<file path="config.mk">
export PLATFORM = sky130hd
export DESIGN_NAME = ex_mem_pipe_skid
export DESIGN_NICKNAME = d
export VERILOG_FILES = /design/src/rtl/ex_mem_pipe_skid_pkg.sv /design/src/rtl/ex_mem_pipe_skid_pipe_entry_reg.sv /design/src/rtl/ex_mem_pipe_skid.sv
export SDC_FILE = /design/constraint.sdc
export NUM_CORES = 1
export LEC_CHECK = 0
export ABC_AREA = 1
export CAP_MARGIN = 20
export CORE_UTILIZATION = 48
export DETAILED_ROUTE_END_ITERATION = 8
export GPL_TIMING_DRIVEN = 1
export PLACE_DENSITY_LB_ADDON = 0.25
export SLEW_MARGIN = 20
export SYNTH_ARGS = -nofsm -noshare
export SYNTH_HDL_FRONTEND = slang
export SYNTH_SLANG_ARGS = --single-unit
</file>
<file path="constraint.sdc">
create_clock -name clock -period 5.5 [get_ports clock]
set_clock_uncertainty 0.05 [all_clocks]
set_input_delay 0.825 -clock clock [delete_from_list [all_inputs] [get_ports clock]]
set_output_delay 0.825 -clock clock [all_outputs]
set_load 0.05 [all_outputs]
</file>
<file path="src/rtl/ex_mem_pipe_skid_pkg.sv">
// Shared definitions for the pipeline stage registers: control bundle layout
// and the occupancy state encoding of the skid-buffered stage register.
package ex_mem_pipe_skid_pkg;

    localparam int CTRL_W = 7;

    localparam int CTRL_MEMTOREG = 6;
    localparam int CTRL_REGWRITE = 5;
    localparam int CTRL_MEMREAD  = 4;
    localparam int CTRL_MEMWRITE = 3;
    localparam int CTRL_TRUNK_HI = 2;
    localparam int CTRL_TRUNK_LO = 0;

    typedef enum logic [1:0] {
        EMPTY = 2'b00,
        BUSY  = 2'b01,
        FULL  = 2'b10
    } pipe_state_e;

    function automatic logic stateHasRoom(input pipe_state_e s);
        return (s != FULL);
    endfunction

endpackage

</file>
<file path="src/rtl/ex_mem_pipe_skid_pipe_entry_reg.sv">
// One storage slot of the stage register: a plain W-bit register with a
// synchronous clear (which wins over load) and an asynchronous reset.
// Updates on the falling edge like the rest of the pipeline.
module pipe_entry_reg #(
    parameter int W = 8
) (
    input  logic         clock,
    input  logic         reset,
    input  logic         load_i,
    input  logic         clear_i,
    input  logic [W-1:0] d_i,
    output logic [W-1:0] q_o
);

    logic [W-1:0] data_q;

    // Slot contents: cleared on reset or clear, otherwise captured on load.
    always_ff @(negedge clock or posedge reset) begin
        if (reset) begin
            data_q <= '0;
        end else if (clear_i) begin
            data_q <= '0;
        end else if (load_i) begin
            data_q <= d_i;
        end
    end

    assign q_o = data_q;

endmodule

</file>
<file path="src/rtl/ex_mem_pipe_skid.sv">
// EX/MEM stage register with a valid/ready handshake and a two-entry skid
// buffer, so that in_ready comes straight from a flop. The main entry drives
// the outputs; the skid entry catches the one instruction that arrives while
// MEM is stalling. Flush kills everything held, and control is gated so a
// bubble can never write memory or the register file.
module ex_mem_pipe_skid #(
    parameter int DATA_W    = 32,
    parameter int REG_W     = 5,
    parameter int CTRL_W    = ex_mem_pipe_skid_pkg::CTRL_W,
    parameter int GATE_CTRL = 1
) (
    input  logic              clock,
    input  logic              reset,
    input  logic              in_valid,
    output logic              in_ready,
    input  logic [DATA_W-1:0] result_in,
    input  logic [DATA_W-1:0] registro_2_in,
    input  logic [REG_W-1:0]  reg_dest_in,
    input  logic [CTRL_W-1:0] ctrl_in,
    input  logic              flush,
    output logic              out_valid,
    input  logic              out_ready,
    output logic [DATA_W-1:0] result_out,
    output logic [DATA_W-1:0] registro_2_out,
    output logic [REG_W-1:0]  reg_dest_out,
    output logic [CTRL_W-1:0] ctrl_out
);

    import ex_mem_pipe_skid_pkg::*;

    localparam int ENTRY_W = 2 * DATA_W + REG_W + CTRL_W;

    pipe_state_e        state_q, state_d;
    logic               inReady_q;
    logic               accept, drain;
    logic               mainLoad, mainClear, mainFromSkid;
    logic               skidLoad, skidClear;
    logic [ENTRY_W-1:0] inWord, mainWord_d, mainWord_q, skidWord_q;
    logic [CTRL_W-1:0]  mainCtrl;

    assign accept     = in_valid & inReady_q;
    assign drain      = out_valid & out_ready;
    assign inWord     = {result_in, registro_2_in, reg_dest_in, ctrl_in};
    assign mainWord_d = mainFromSkid ? skidWord_q : inWord;

    pipe_entry_reg #(.W(ENTRY_W)) u_main (
        .clock   (clock),
        .reset   (reset),
        .load_i  (mainLoad),
        .clear_i (mainClear),
        .d_i     (mainWord_d),
        .q_o     (mainWord_q)
    );

    pipe_entry_reg #(.W(ENTRY_W)) u_skid (
        .clock   (clock),
        .reset   (reset),
        .load_i  (skidLoad),
        .clear_i (skidClear),
        .d_i     (inWord),
        .q_o     (skidWord_q)
    );

    // Occupancy register; in_ready is precomputed from the next state so MEM-side stalls never reach EX combinationally.
    always_ff @(negedge clock or posedge reset) begin
        if (reset) begin
            state_q   <= EMPTY;
            inReady_q <= 1'b1;
        end else begin
            state_q   <= state_d;
            inReady_q <= stateHasRoom(state_d);
        end
    end

    // Next occupancy and slot load/clear strobes; flush overrides any accept or drain on the same edge.
    always_comb begin
        state_d      = state_q;
        mainLoad     = 1'b0;
        mainClear    = 1'b0;
        mainFromSkid = 1'b0;
        skidLoad     = 1'b0;
        skidClear    = 1'b0;
        if (flush) begin
            state_d   = EMPTY;
            mainClear = 1'b1;
            skidClear = 1'b1;
        end else begin
            case (state_q)
                EMPTY: begin
                    if (accept) begin
                        mainLoad = 1'b1;
                        state_d  = BUSY;
                    end
                end
                BUSY: begin
                    if (accept && drain) begin
                        mainLoad = 1'b1;
                    end else if (accept) begin
                        skidLoad = 1'b1;
                        state_d  = FULL;
                    end else if (drain) begin
                        mainClear = 1'b1;
                        state_d   = EMPTY;
                    end
                end
                FULL: begin
                    if (drain) begin
                        mainLoad     = 1'b1;
                        mainFromSkid = 1'b1;
                        skidClear    = 1'b1;
                        state_d      = BUSY;
                    end
                end
                default: begin
                    state_d   = EMPTY;
                    mainClear = 1'b1;
                    skidClear = 1'b1;
                end
            endcase
        end
    end

    assign out_valid = (state_q != EMPTY);
    assign in_ready  = inReady_q;

    assign {result_out, registro_2_out, reg_dest_out, mainCtrl} = mainWord_q;
    assign ctrl_out = ((GATE_CTRL != 0) && !out_valid) ? '0 : mainCtrl;

endmodule

</file>
Yosys cells after proc, flatten, opt, wreduce, memory -nomap -nowiden --
Index checks and enable logic that the tools add are counted.
Storage, ports and cells: register bits after elaboration 155, bits of input ports 81, output and inout bits 78, word-level logic and storage cells 45
Operators by class: equality and inequality tests 3, multiplexer cells 29, bitwise operators 2, reductions and logical operators 7
Operators with widths (number):
- $mux 76 | 5
- $mux 1 | 13
- $mux 2 | 6
- $mux 7 | 1
- $pmux 2 s3 | 1
- $reduce_bool 2->1 | 3
- $pmux 1 s2 | 2
- $reduce_or 2->1 | 2
- $pmux 1 s3 | 1
- $and 1x1->1 | 2
- $eq 2x1->1 const B | 1
- $eq 2x2->1 const B | 1
- $logic_not 2->1 | 1
- $ne 2x2->1 const B | 1
- $logic_and 1x1->1 | 1

Logic depth before layout (Yosys ltp) --
Gate-level depths: netlist of run 1.
depth after elaboration 8, depth in mapped cells 9, gate-level depth less buffers 7

Modules after synthesis --
From an unflattened synthesis of run 1, not the netlist that was laid out.
Second synthesis, totals: cell total of the unflattened synthesis 965, area, all modules 7394.6 µm²
Modules (own cells, without submodules):
- pipe_entry_reg | instances 2, cells an instance 332, area an instance 3011.6 µm², sequential area each 1901.8 µm²
- ex_mem_pipe_skid | instances 1, cells an instance 301, area an instance 1371.3 µm², sequential area each 76.3 µm²

==> flow_summary.json, run 1 <==
{
  "post_cts_buffers": 0,
  "async_flop_share_pct": 100,
  "drv_slew": 0,
  "cts_max_level": 4,
  "min_path_cells": 2,
  "r2r-start": "state_q[0]",
  "rrSetupSlack_ps": 3280,
  "holdPathEnd": "u_main.q_o[33]",
  "nets": 1172,
  "avgSynthCellArea_um2": 7.63,
  "gp_congestion": 0.759,
  "synth_warnings": 0,
  "start_util_pct": 49.3,
  "wl_mm": 19.8,
  "antenna_found_initial": 0,
  "die_area_mm2": 0.0169,
  "grt_pass1_vias": 6359,
  "die_y_um": 130,
  "crit_required_ps": 4620,
  "crit_family": "buffers and inverters",
  "holdWs_ps": 417,
  "critPathKind": "reg2out",
  "io-pin-count": 159,
  "syn_inst": 1030,
  "grt_pass1_wl_mm": 32.7,
  "tritoncts": "yes",
  "rsz0062_at_grt": "false",
  "crit_path_max_fanout": 2,
  "hold_class": "reg2reg",
  "synth_flop_cell": "dfrtn_1",
  "r2r_cells": 9,
  "syn-num-nets": 1111,
  "maxCapViolations": 0,
  "arrival_ps": 4540,
  "status": "finished clean",
  "final_util_pct": 61.4,
  "crit_buf_inv": 1,
  "synthesis.area_mm2": 0.00786,
  "synth_edf_count": 0,
  "dp_slack_ps": -190,
  "fin_total_pwr_mw": 2.93,
  "cts_hold_buffers": 0,
  "drc": 0,
  "hold_viol": 0,
  "clk_latency_ps": 450,
  "mostFrequentLayoutCells": "388 x nand2_1, 161 x nor2_1, 154 x dfrtn_1",
  "leakagePower_nw": 5.02,
  "p_per_area_mw_per_mm2": 299,
  "worstHoldStart": "u_main.q_o[33]",
  "slew_headroom_pct": 38.7,
  "swShare_pct": 28.7,
  "ant_nets": 0,
  "worst_pin_slew_ps": 919,
  "row_count": 46,
  "drive_above_1_share_pct": 7.16,
  "worstReg2RegEnd": "u_main.q_o[50]",
  "chipWidth_um": 130,
  "cts.path.max_buffers": 2,
  "drt_iter0_drc": 615,
  "ys_seq_area_share_pct": 49.4,
  "ir_drop_v": 0.000218,
  "internal_power_mw": 2.09,
  "fill_cells": 1480,
  "area_delta_synth_final_pct": 24.6,
  "grt_use_total_pct": 24.9,
  "clkTransAtPathRegs_ps": 40,
  "final_common_cell": "nand2_1",
  "routedWlPerCell_um": 15.0,
  "worst_slack_ps": 87.7,
  "via_per_inst": 5.17,
  "max_stage_delay_ps": 800,
  "core-area_mm2": 0.0159,
  "cp.depth": 1,
  "clkPwrFrac_pct": 39.3,
  "place_hpwl_mm": 11.7,
  "numCtsBuffers": 17,
  "clock-sinks": 155,
  "synth-seq-cells": 155,
  "cts_resized": 0,
  "critPathLaunchType": "register",
  "overflow": 0,
  "cp-end-kind": "output pin",
  "port_buffers": 158,
  "crit_chain": "clkdlybuf4s50_1",
  "finalSetupViolations": 0,
  "grt_start_max_net_pins": 84,
  "vias": 6828,
  "switching_power_uw": 840,
  "n_antenna_cell": 0,
  "pwr-share-seq_pct": 42.9,
  "p_comb_share_pct": 17.9,
  "ys_types": 23,
  "cp_slowest_cell": "clkdlybuf4s50_1",
  "cts_root_buffer": "clkbuf_16",
  "firstDrtPassIters": 4
}
[per-layer routing]
metal	routed length, um	track usage, %	share of wire, %
met1	9100	36.0	46
met2	9150	38.3	46
met3	1390	4.72	7.0
met4	207	6.91	1.0
met5	0	0	0
[state kept, by name, indices dropped and copies added, names as in the netlist]
register,cells
in_ready,1
u_skid.q_o,76
state_q,2
u_main.q_o,76
[worst min-delay path, delay by kind of cell, from the launching register on]
kind	cells	cell delay (ps)
AND/OR/NAND/NOR	2	150
flip-flops	1	400
[final cells by class]
cell class	instances	area, um^2	share of cell area (%)
flip-flops and latches	155	3880	39.6
multi-input cells	716	3060	31.3
repair buffers	184	1930	19.7
clock buffers	20	457	4.66
well taps	216	270	2.76
clock inverters	13	126	1.29
inverters	16	63.8	0.652
[stage by stage]
stage / instances / setup TNS (ps) / area (um^2)
2_1_floorplan: 1030 / 0 / 7860
3_3_place_gp: 1288 / -9520 / 9210
3_5_place_dp: 1288 / -12040 / 9210
4_1_cts: 1320 / 0 / 9790
5_1_grt: 1320 / 0 / 9790
6_report: 1320 / 0 / 9790
[worst max path at each step]
stage                     endpoint       start  slack, ps
finish                    in_ready    in_ready         90
global route           ctrl_out[4]  state_q[0]          4
CTS                       in_ready    in_ready         70
detailed placement  u_main.q_o[50]   out_ready       -190
global placement    u_main.q_o[61]   out_ready       -150
floorplan              ctrl_out[0]  state_q[1]         20
[cells in the mapped netlist, types with 2 or more instances]
master / number / area, um^2
o21ai_1: 22 / 110
buf_2: 25 / 125
o21ai_0: 54 / 270
inv_2: 3 / 11.3
a21oi_1: 2 / 10.0
dfrtn_1: 154 / 3850
nand2_2: 3 / 18.8
buf_4: 80 / 601
buf_1: 10 / 37.5
a21oi_2: 2 / 17.5
inv_1: 14 / 52.6
clkbuf_1: 26 / 97.6
nand2_1: 388 / 1460
nand4_1: 78 / 488
nor2_1: 161 / 604
[kinds of logic after synthesis]
group           synth area share [%]
buf+inv                         11.9
compound gates                  5.49
simple gates                    33.2
flops                           49.4
[power groups by stage]
stage / Combinational [mW] / Clock, mW / Sequential (mW)
finish: 0.523 / 1.15 / 1.26
global route: 0.567 / 1.22 / 1.26
CTS: 0.528 / 1.17 / 1.25
detailed placement: 0.526 / 0.00228 / 1.27
global placement: 0.522 / 0.00228 / 1.27
floorplan: 0.370 / 0.00228 / 1.26
(Power assumes the default switching activity.)
==> run 2: changes to the inputs <==
--- a/config.mk
+++ b/config.mk
@@ -8,9 +8,11 @@
 export ABC_AREA = 1
 export CAP_MARGIN = 20
 export CORE_UTILIZATION = 48
+export CTS_BUF_LIST = sky130_fd_sc_hd__clkbuf_4 sky130_fd_sc_hd__clkbuf_8
 export DETAILED_ROUTE_END_ITERATION = 8
 export GPL_TIMING_DRIVEN = 1
 export PLACE_DENSITY_LB_ADDON = 0.25
+export RECOVER_POWER = 100
 export SLEW_MARGIN = 20
 export SYNTH_ARGS = -nofsm -noshare
 export SYNTH_HDL_FRONTEND = slang
==> flow_summary.json, run 2 (synthesis gave the netlist of run 1 again) <==
{
  "status": "complete, but fails checks",
  "violations": "max-capacitance violations, max-slew violations",
  "design_area_mm2": 0.00957,
  "critPathKind": "reg2out",
  "crit_family": "buffers and inverters",
  "final_util_pct": 60.0,
  "cts_hold_buffers": 0,
  "place_hpwl_mm": 11.7,
  "arrival_ps": 4550,
  "chipWidth_um": 130,
  "max_stage_delay_ps": 800,
  "tritoncts": "yes",
  "gp_congestion": 0.759,
  "ant_nets": 0,
  "nets": 1172,
  "drive_above_1_share_pct": 7.25,
  "crit_path_max_fanout": 2,
  "post_cts_buffers": 0,
  "grt_use_total_pct": 24.9,
  "fill_cells": 1505,
  "multi_input_area_mm2": 0.00307,
  "crit_chain": "clkdlybuf4s50_1",
  "drv_slew": 73,
  "area_delta_synth_final_pct": 21.7,
  "row_count": 46,
  "port_buffers": 158,
  "crit_required_ps": 4620,
  "antenna_found_initial": 0,
  "grt_start_max_net_pins": 84,
  "p_per_area_mw_per_mm2": 274,
  "rsz0062_at_grt": "true",
  "numCtsBuffers": 17,
  "cts_resized": 0,
  "vias": 6803,
  "maxCapViolations": 1,
  "io-pin-count": 159,
  "n_antenna_cell": 0,
  "ir_drop_v": 0.000148,
  "leakagePower_nw": 4.92,
  "seqCellArea_mm2": 0.00388,
  "grt_pass1_wl_mm": 32.6,
  "cts_max_level": 4,
  "wl_mm": 19.8,
  "via_per_inst": 5.15,
  "routedWlPerCell_um": 15.0,
  "hold_viol": 0,
  "drt_iter0_drc": 553,
  "clock-sinks": 155,
  "start_util_pct": 49.3,
  "final_common_cell": "nand2_1",
  "drc": 0,
  "cts.path.max_buffers": 2,
  "finalSetupViolations": 0,
  "clkTransAtPathRegs_ps": 50,
  "core-area_mm2": 0.0159,
  "crit_buf_inv": 1,
  "cts_root_buffer": "clkbuf_8",
  "slew_headroom_pct": -8.96,
  "die_area_mm2": 0.0169,
  "die_y_um": 130,
  "worst_pin_slew_ps": 1630,
  "cp_slowest_cell": "clkdlybuf4s50_1",
  "mostFrequentLayoutCells": "388 x nand2_1, 160 x nor2_1, 154 x dfrtn_1",
  "placed_area_mm2": 0.00921,
  "firstDrtPassIters": 5,
  "critPathLaunchType": "register",
  "grt_pass1_vias": 6280,
  "overflow": 0,
  "hold_class": "reg2reg",
  "clk_latency_ps": 450,
  "cp-end-kind": "output pin"
}
==> run 2: changes by cell type in the layout (fill, tap and decap cells not counted), sizes merged <==
cell    delta
buf        -3
clkbuf     +3
==> run 2: layer usage <==
layer	routed length, um	up-vias	share of wire, %	GRT usage, %
li1	-	3325	-	-
met1	9260	3214	47	36.1
met2	9070	255	46	37.9
met3	1340	9	6.7	5.90
met4	138	0	0.70	5.75
met5	0	-	0	0
==> run 2: per-stage QoR <==
| stage | hold WS, ps | cells | worst slack [ps] | TNS [ps] | power (mW) |
|---|---|---|---|---|---|
| after floorplan | 400 | 1030 | 22.7 | 0 | 1.63 |
| after global routing | 443 | 1320 | -11.7 | -29.6 | 2.74 |
| after CTS | 423 | 1320 | 56.7 | 0 | 2.65 |
| after global placement | 417 | 1288 | -151 | -9520 | 1.80 |
| final | 421 | 1320 | 76.4 | 0 | 2.63 |
| after detailed placement | 421 | 1288 | -190 | -12040 | 1.80 |
==> run 2: final timing paths <==
kind | startpoint | slack (ps) | endpoint | depth (start not counted)
max in group asynchronous | reset | 440 | u_skid.q_o[2] | 3
min in group asynchronous | reset | 3750 | u_main.q_o[43] | 3
min reg2reg | u_main.q_o[33] | 420 | u_main.q_o[33] | 2
max reg2reg | state_q[0] | 3250 | u_main.q_o[61] | 9
max | in_ready | 80 | in_ready | 1
min | u_main.q_o[33] | 420 | u_main.q_o[33] | 2
==> run 2: where the power goes <==
group | total, mW | internal (mW) | switching (mW)
clock network | 0.851 | 0.428 | 0.424
registers | 1.25 | 1.22 | 0.0386
logic | 0.520 | 0.183 | 0.337
==> run 2: layout make-up <==
class | instances | area share (%)
Sequential cell | 155 | 40.5
Multi-Input combinational cell | 716 | 32.0
Clock buffer | 20 | 2.81
Timing Repair Buffer | 184 | 19.8
Tap cell | 216 | 2.82
Clock inverter | 13 | 1.32
Inverter | 16 | 0.641
==> run 3: changes to the inputs <==
--- a/config.mk
+++ b/config.mk
@@ -7,6 +7,7 @@
 export LEC_CHECK = 0
 export ABC_AREA = 1
 export CAP_MARGIN = 20
+export CORE_MARGIN = 2
 export CORE_UTILIZATION = 48
 export CTS_BUF_LIST = sky130_fd_sc_hd__clkbuf_4 sky130_fd_sc_hd__clkbuf_8
 export DETAILED_ROUTE_END_ITERATION = 8
@@ -16,4 +17,5 @@
 export SLEW_MARGIN = 20
 export SYNTH_ARGS = -nofsm -noshare
 export SYNTH_HDL_FRONTEND = slang
+export SYNTH_HIERARCHICAL = 1
 export SYNTH_SLANG_ARGS = --single-unit
==> flow_summary.json, run 3 <==
{
  "ant_nets": 0,
  "start_util_pct": 48.8,
  "crit_family": "buffers and inverters",
  "synth-seq-cells": 155,
  "maxCapViolations": 0,
  "clkPwrFrac_pct": 35.9,
  "chipWidth_um": 128,
  "async_flop_share_pct": 100,
  "io-pin-count": 159,
  "hold_class": "reg2reg",
  "synth_edf_count": 0,
  "synth_warnings": 6,
  "status": "finished clean",
  "die_y_um": 128,
  "ys_seq_area_share_pct": 52.5,
  "tritoncts": "yes",
  "place_hpwl_mm": 12.1,
  "internal_power_mw": 1.83,
  "grt_pass1_wl_mm": 32.8,
  "overflow": 0,
  "core-area_mm2": 0.0151,
  "antenna_found_initial": 0,
  "clock-sinks": 155,
  "yosys-top-cells-count": "466 x nand2_1, 231 x nand3_1, 154 x dfrtn_1",
  "cts_resized": 8,
  "syn_inst": 965,
  "numCtsBuffers": 17,
  "yosys-top-cells-area": "dfrtn_1 52%, nand2_1 24%, nand3_1 16%, buf_4 2.2%, buf_2 2.0%",
  "yosysMostFrequentCell": "nand2_1",
  "drive_above_1_share_pct": 5.97,
  "leakagePower_nw": 5.31,
  "ys_types": 18,
  "slew_headroom_pct": 17.8,
  "post_cts_buffers": 0,
  "pwr-share-seq_pct": 46.8,
  "clk_latency_ps": 460,
  "syn-num-nets": 1046,
  "cp_slowest_cell": "clkdlybuf4s50_1",
  "synth_flop_cell": "dfrtn_1",
  "yosysTopAreaCellShare_pct": 52.1,
  "cts_hold_buffers": 0,
  "area_delta_synth_final_pct": 28.0,
  "firstDrtPassIters": 5,
  "arrival_ps": 4520,
  "vias": 6836,
  "wl_mm": 19.8,
  "max_stage_delay_ps": 790,
  "cp-end-kind": "output pin",
  "nets": 1173,
  "hold_viol": 0,
  "crit_buf_inv": 1,
  "die_area_mm2": 0.0164,
  "finalSetupViolations": 0,
  "swShare_pct": 29.4,
  "ir_drop_v": 0.000156,
  "synth_largest_area_cell": "dfrtn_1",
  "crit_required_ps": 4620,
  "crit_chain": "clkdlybuf4s50_1",
  "crit_path_max_fanout": 2,
  "synthesis.area_mm2": 0.00739,
  "grt_start_max_net_pins": 77,
  "avgSynthCellArea_um2": 7.66,
  "drv_slew": 0,
  "rsz0062_at_grt": "false",
  "via_per_inst": 5.29,
  "p_per_area_mw_per_mm2": 273,
  "drc": 0,
  "grt_pass1_vias": 6452,
  "n_antenna_cell": 0,
  "row_count": 45,
  "fin_total_pwr_mw": 2.59,
  "cts_root_buffer": "clkbuf_8",
  "p_comb_share_pct": 17.3,
  "critPathLaunchType": "register",
  "mostFrequentLayoutCells": "466 x nand2_1, 231 x nand3_1, 154 x dfrtn_1",
  "worst_pin_slew_ps": 1230,
  "gp_congestion": 0.792,
  "grt_use_total_pct": 25.3,
  "port_buffers": 158,
  "routedWlPerCell_um": 15.3,
  "setup-tns-final_ps": 0,
  "critPathKind": "reg2out",
  "rrSetupSlack_ps": 3340,
  "clkTransAtPathRegs_ps": 50,
  "final_common_cell": "nand2_1",
  "drt_iter0_drc": 746,
  "switching_power_uw": 760,
  "cts.path.max_buffers": 2,
  "cts_max_level": 4
}
-- run 3: cell type report --
cell class	instances	area (um^2)
clock buffer	21	289
clock inverter	12	145
fill	1357	5680
inverter	20	77.6
multi-input combinational	715	3010
sequential	155	3880
tap	188	235
timing repair buffer	182	1830
-- run 3: layer usage --
layer  routed length, um  up-vias  global-route usage (%)
li1                    -     3324                       -
met1                8990     3235                    34.3
met2                9330      252                    40.9
met3                1240       25                    5.30
met4                 276        0                    7.95
met5                   0        -                       0
-- run 3: cells by family (layout without fill, tap and decap cells) --
family	Yosys count	after routing	share of synthesized area, %
simple gates	714	714	40.6
flops	155	155	52.5
buf+inv	95	235	6.84
compound gates	1	1	0.0676
-- run 3: path summary, 6_finish.rpt --
kind | startpoint | end | cells past startpoint
max | in_ready | in_ready | 1
min | u_main/q_o[68] | u_main/q_o[68] | 2
max reg2reg | state_q[0] | u_main/q_o[34] | 6
min reg2reg | u_main/q_o[68] | u_main/q_o[68] | 2
max in group asynchronous | reset | u_main/q_o[61] | 3
min in group asynchronous | reset | state_q[0] | 2
-- run 3: power by group through the flow --
stage	registers [mW]	clock network, mW	logic [mW]
6_report	1.21	0.928	0.447
5_1_grt	1.22	0.992	0.483
4_1_cts	1.21	0.939	0.467
3_5_place_dp	1.23	0.00228	0.468
3_3_place_gp	1.23	0.00228	0.465
2_1_floorplan	1.33	0.00228	0.180
-- run 3: worst register-to-register path, stage by stage, from the launching register on --
cell,delay (ps)
dfrtn_1,420
nor2_2,290
nor2_1,140
nor3b_1,560
buf_4,460
nand3_1,170
nand2_1,100
-- run 3: metrics by stage --
stage	utilization (%)	hold slack (ps)	setup WS, ps	area [um^2]	std cells
CTS	62.8	370	92.3	9510	1293
floorplan	-	352	53.2	7390	965
global route	62.5	382	62.0	9470	1293
finish	62.5	362	109	9470	1293
global placement	60.0	364	202	9090	1261
detailed placement	60.0	369	168	9090	1261
==> RTL edit 1, RTL diff (config.mk and constraints of run 1) <==
`REG_W`: 5 -> 10.
--- a/src/rtl/ex_mem_pipe_skid.sv
+++ b/src/rtl/ex_mem_pipe_skid.sv
@@ -7,3 +7,3 @@
     parameter int DATA_W    = 32,
-    parameter int REG_W     = 5,
+    parameter int REG_W     = 10,
     parameter int CTRL_W    = ex_mem_pipe_skid_pkg::CTRL_W,
Ports: changed (resized reg_dest_in and reg_dest_out); port bits go from 159 to 169. No check against the original RTL was run, so the function may have changed too.
==> RTL edit 1 against run 1 <==
Routed wire length up 8.8%. Combinational power is 7.6% higher. Total power rose by 6.2%. Global-route usage is 0.67 points higher. Sequential share of layout area is 0.21 points lower. Worst setup slack got worse by 0.0054 ns. Area after synthesis is 4.9% higher. Final area increased by 7.0%. Sequential cell count grew 10. Highest routed layer unchanged.
==> RTL edit 1: results (changes against run 1) <==
number of warning messages in the yosys log=0 (unchanged); final HPWL from detailed placement=13.0 mm (+12%); RePlAce Congestion=0.750 (-1.2%); met3 wire length=1.33 mm (-3.7%); Pre-antenna DRT Iters=6 (+2); Distinct cells, synth=17 (-26%); fraction of the mapped netlist area in compound gates=0.0545 (-0.000434); worst-path cell with the longest stage delay=clkdlybuf4s50_1; Total Routed Length=21.6 mm (+8.8%); status=finished, final reports clean; first-pass GRT wire length=35.9 mm (+9.9%); post-synthesis sequential area ratio=0.501 (+0.00735); largest net degree at the start of global routing=82 (-2.4%); total via count in the routed design=7228 (+5.9%); Leakage Power=5.37 nW (+7.0%); share of total power in the clock network=0.390 (-0.003); violation count after the first detailed-routing iteration=479 (-22%); met1 wire length=9.46 mm (+4.0%); launch instance of the worst register-to-register path=in_ready; latest clock arrival within the worst-skew pair=0.45 ns (about the same); Peak supply drop=0.000221 V (+1.3%); list of most frequent post-synthesis cells=416 x nand2_1, 172 x nor2_1, 164 x dfrtn_1; Register-to-Register Setup Slack=3.65 ns (+0.37 ns); ratio of cells with drive above 1 in the final layout=0.0734 (+0.00188); met1 Use GR=0.344 (-0.0154); worst stage delay on the critical path=0.82 ns (+0.02 ns); arrival time at the worst endpoint=4.54 ns (about the same); nets=1244 (+6.1%); met2 wire len=10.4 mm (+13%); Adder-Cell Fraction of Synth Area=0 (unchanged); Reg2Reg Depth=6 (-3); cell types occupying the most area after synthesis=dfrtn_1 50%, nand2_1 19%, nor2_1 7.8%; input/output buffers=168 (+6.3%); net switching power=0.000923 W (+9.9%); endpoint of the most critical register-to-register path=u_main.q_o[71]; met2 Usage GRT=0.407 (+0.0247); vias in the first global route=6970 (+9.6%); number of instances in the synthesized netlist=1091 (+5.9%); global routing usage summed across all routing layers=0.256 (+0.00672); beginning of the worst hold path=u_main.q_o[57]; Final Instance Count excl. Fillers=1391 (+5.4%); worst-case hold path end point=u_main.q_o[57]; met3 Use GR=0.0536 (+0.00649); Rel. slew slack=0.579 (+0.192); cell type group with the largest total delay on the critical path=buffers and inverters
RTL edit 1: changes by cell type in the layout (fill, tap and decap cells not counted), sizes merged, moves of 10 or more:
cell	run 1	this run
nand2	391	416
clkdlybuf4s50	150	160
dfrtn	154	164
nor2	162	172
RTL edit 1: through the flow:
step           hold slack (ns)  power (W)  worst slack [ns]  instance area [um2]  TNS (ns)
6_report                 0.421    0.00311            0.0823                10500         0
5_1_grt                  0.437    0.00324            0.0408                10500         0
4_1_cts                  0.424    0.00314            0.0657                10500         0
3_5_place_dp             0.421    0.00192             0.152                 9880         0
3_3_place_gp             0.417    0.00192             0.173                 9880         0
2_1_floorplan            0.402    0.00173            -0.104                 8270    -17.04
RTL edit 1: layout make-up:
type	instances	area, um2
Fill cell	1498	6220
Sequential cell	165	4130
Multi-Input combinational cell	761	3270
Timing Repair Buffer	196	2130
Clock buffer	18	439
Tap cell	220	275
Clock inverter	15	168
Inverter	16	65.1
==> RTL edit 2, RTL diff (flow settings as in run 1) <==
Made on the original files. Make the reset (`reset`) synchronous in 2 clocked blocks. Comments in the files are not updated.
--- a/src/rtl/ex_mem_pipe_skid_pipe_entry_reg.sv
+++ b/src/rtl/ex_mem_pipe_skid_pipe_entry_reg.sv
@@ -17,3 +17,3 @@
     // Slot contents: cleared on reset or clear, otherwise captured on load.
-    always_ff @(negedge clock or posedge reset) begin
+    always_ff @(negedge clock) begin
         if (reset) begin
--- a/src/rtl/ex_mem_pipe_skid.sv
+++ b/src/rtl/ex_mem_pipe_skid.sv
@@ -64,3 +64,3 @@
     // Occupancy register; in_ready is precomputed from the next state so MEM-side stalls never reach EX combinationally.
-    always_ff @(negedge clock or posedge reset) begin
+    always_ff @(negedge clock) begin
         if (reset) begin
Behaviour: differs if reset is asserted again (counterexample within 4 cycles, from zero or initial values and one cycle with reset high); with reset held inactive, the same outputs for 4 cycles.
==> RTL edit 2 against run 1 <==
Via count increased by 20%. Total power increased by 4.2%. First-iteration DRC count decreased by 27%. Routed wire length decreased by 1.6%. Worst setup slack got worse by 0.034 ns. Count of clock-buffer cells in the layout decreased by 3. Sequential cell count unchanged. Final area increased by 8.5%. Clock power increased by 33%. Critical path depth increased by 2. Area after synthesis increased by 4.9%. Combinational power decreased by 32%. Core utilization increased by 2.2 points. Largest cell class is now multi-input gates. Highest routed layer unchanged.
==> RTL edit 2: results (changes against run 1) <==
status=finished, final reports clean; number of instances in the synthesized netlist=1340 (+30%); worst-path cell with the longest stage delay=clkdlybuf4s50_1; post-synthesis async set-or-reset flop share=0 (-1.00); met3 wire length=921 um (-34%); TritonCTS buffer count=17 (unchanged); average detailed-routed wire length per instance=11.0 um (-27%); Post-synth top flop=dfxtp_1; critical-path maximum fanout=5 (+3); Final Slew Violations=0 (unchanged); depth of the worst hold-timing path=4 (+2); Leakage Power=5.76 nW (+15%); post-synthesis sequential area ratio=0.376 (-0.117); arrival time at the worst endpoint=4.57 ns (+0.03 ns); final HPWL from detailed placement=11.5 mm (-1.6%); pin slew with the least headroom to its limit=0.564 ns (-0.355 ns); beginning of the worst hold path=u_skid.q_o[11]; Pre-antenna DRT Iters=5 (+1); Distinct cells, synth=20 (-13%); nets=1617 (+38%); vias in the first global route=7372 (+16%); Peak supply drop=0.000218 V (+0.21%); placement-stage worst setup slack=0.176 ns (+0.367 ns); total via count in the routed design=8191 (+20%); Register-to-Register Setup Slack=3.88 ns (+0.60 ns); design internal power=0.00204 W (-2.5%); cell types occupying the most area after synthesis=dfxtp_1 38%, nand2_1 18%, nor2_1 11%; ratio of cells with drive above 1 in the final layout=0.0478 (-0.0238); largest net degree at the start of global routing=85 (+1.2%); global routing usage summed across all routing layers=0.223 (-0.0255); list of most frequent post-synthesis cells=387 x nand2_1, 240 x nor2_1, 157 x inv_1; violation count after the first detailed-routing iteration=448 (-27%); number of warning messages in the yosys log=0 (unchanged); worst-case hold path end point=u_skid.q_o[11]; Final Instance Count excl. Fillers=1769 (+34%); launch instance of the worst register-to-register path=state_q[0]; Reg2Reg Depth=8 (-1); met2 wire len=9.59 mm (+4.8%); Post-DP Area=0.00951 mm2 (+3.2%); RePlAce Congestion=0.783 (+3.2%); Synth Net Count=1421 (+28%); met1 wire length=8.57 mm (-5.8%)
## RTL edit 2: final cells by class
cell class / count / area [um2]
clock buffers: 17 / 425
inverters: 159 / 597
fillers: 1604 / 6080
multi-input cells: 866 / 3620
well taps: 220 / 275
repair buffers: 182 / 1910
flip-flops and latches: 155 / 3100
clock inverters: 170 / 697
## RTL edit 2: cells by family (layout without fill, tap and decap cells)
logic type / Yosys count / after routing / synth area share
simple gates: 787 / 787 / 0.385
buf+inv: 319 / 528 / 0.188
flops: 155 / 155 / 0.376
compound gates: 79 / 79 / 0.0502
## RTL edit 2: through the flow
step                      total power (W)  hold WS, ns
final                             0.00305        0.455
after global routing              0.00328        0.479
after CTS                         0.00311        0.455
after detailed placement          0.00171        0.448
after global placement            0.00171        0.446
after floorplan                   0.00159        0.439
## RTL edit 2: worst min-delay path: stages (launching register included)
cell and delay (ns):
dfxtp_1 0.30, inv_1 0.04, nand2_1 0.04, nand2_1 0.05, nor2_1 0.03
## RTL edit 2: metal layers
layer,vias to the layer above,GRT usage
li1,4371,-
met1,3576,0.246
met2,213,0.369
met3,31,0.0759
met4,0,0.141
met5,-,0
## RTL edit 2: how the worst max path moves through the flow
stage,start,end,slack [ns],cells past startpoint
after floorplan,state_q[0],ctrl_out[0],0.60,3
after global placement,in_valid,u_main.q_o[65],0.21,7
after detailed placement,in_valid,u_main.q_o[65],0.18,7
after CTS,state_q[1],out_valid,0.05,3
after global routing,state_q[1],out_valid,0.008,3
final,state_q[1],out_valid,0.05,3
## RTL edit 2: power by group through the flow
stage	Sequential, W	Clock, W	Combinational, W
after global placement	0.00118	0.000171	0.000355
final	0.00117	0.00153	0.000357
after CTS	0.00117	0.00158	0.000359
after detailed placement	0.00118	0.000171	0.000356
after floorplan	0.00118	0.000171	0.000236
after global routing	0.00117	0.00173	0.000388
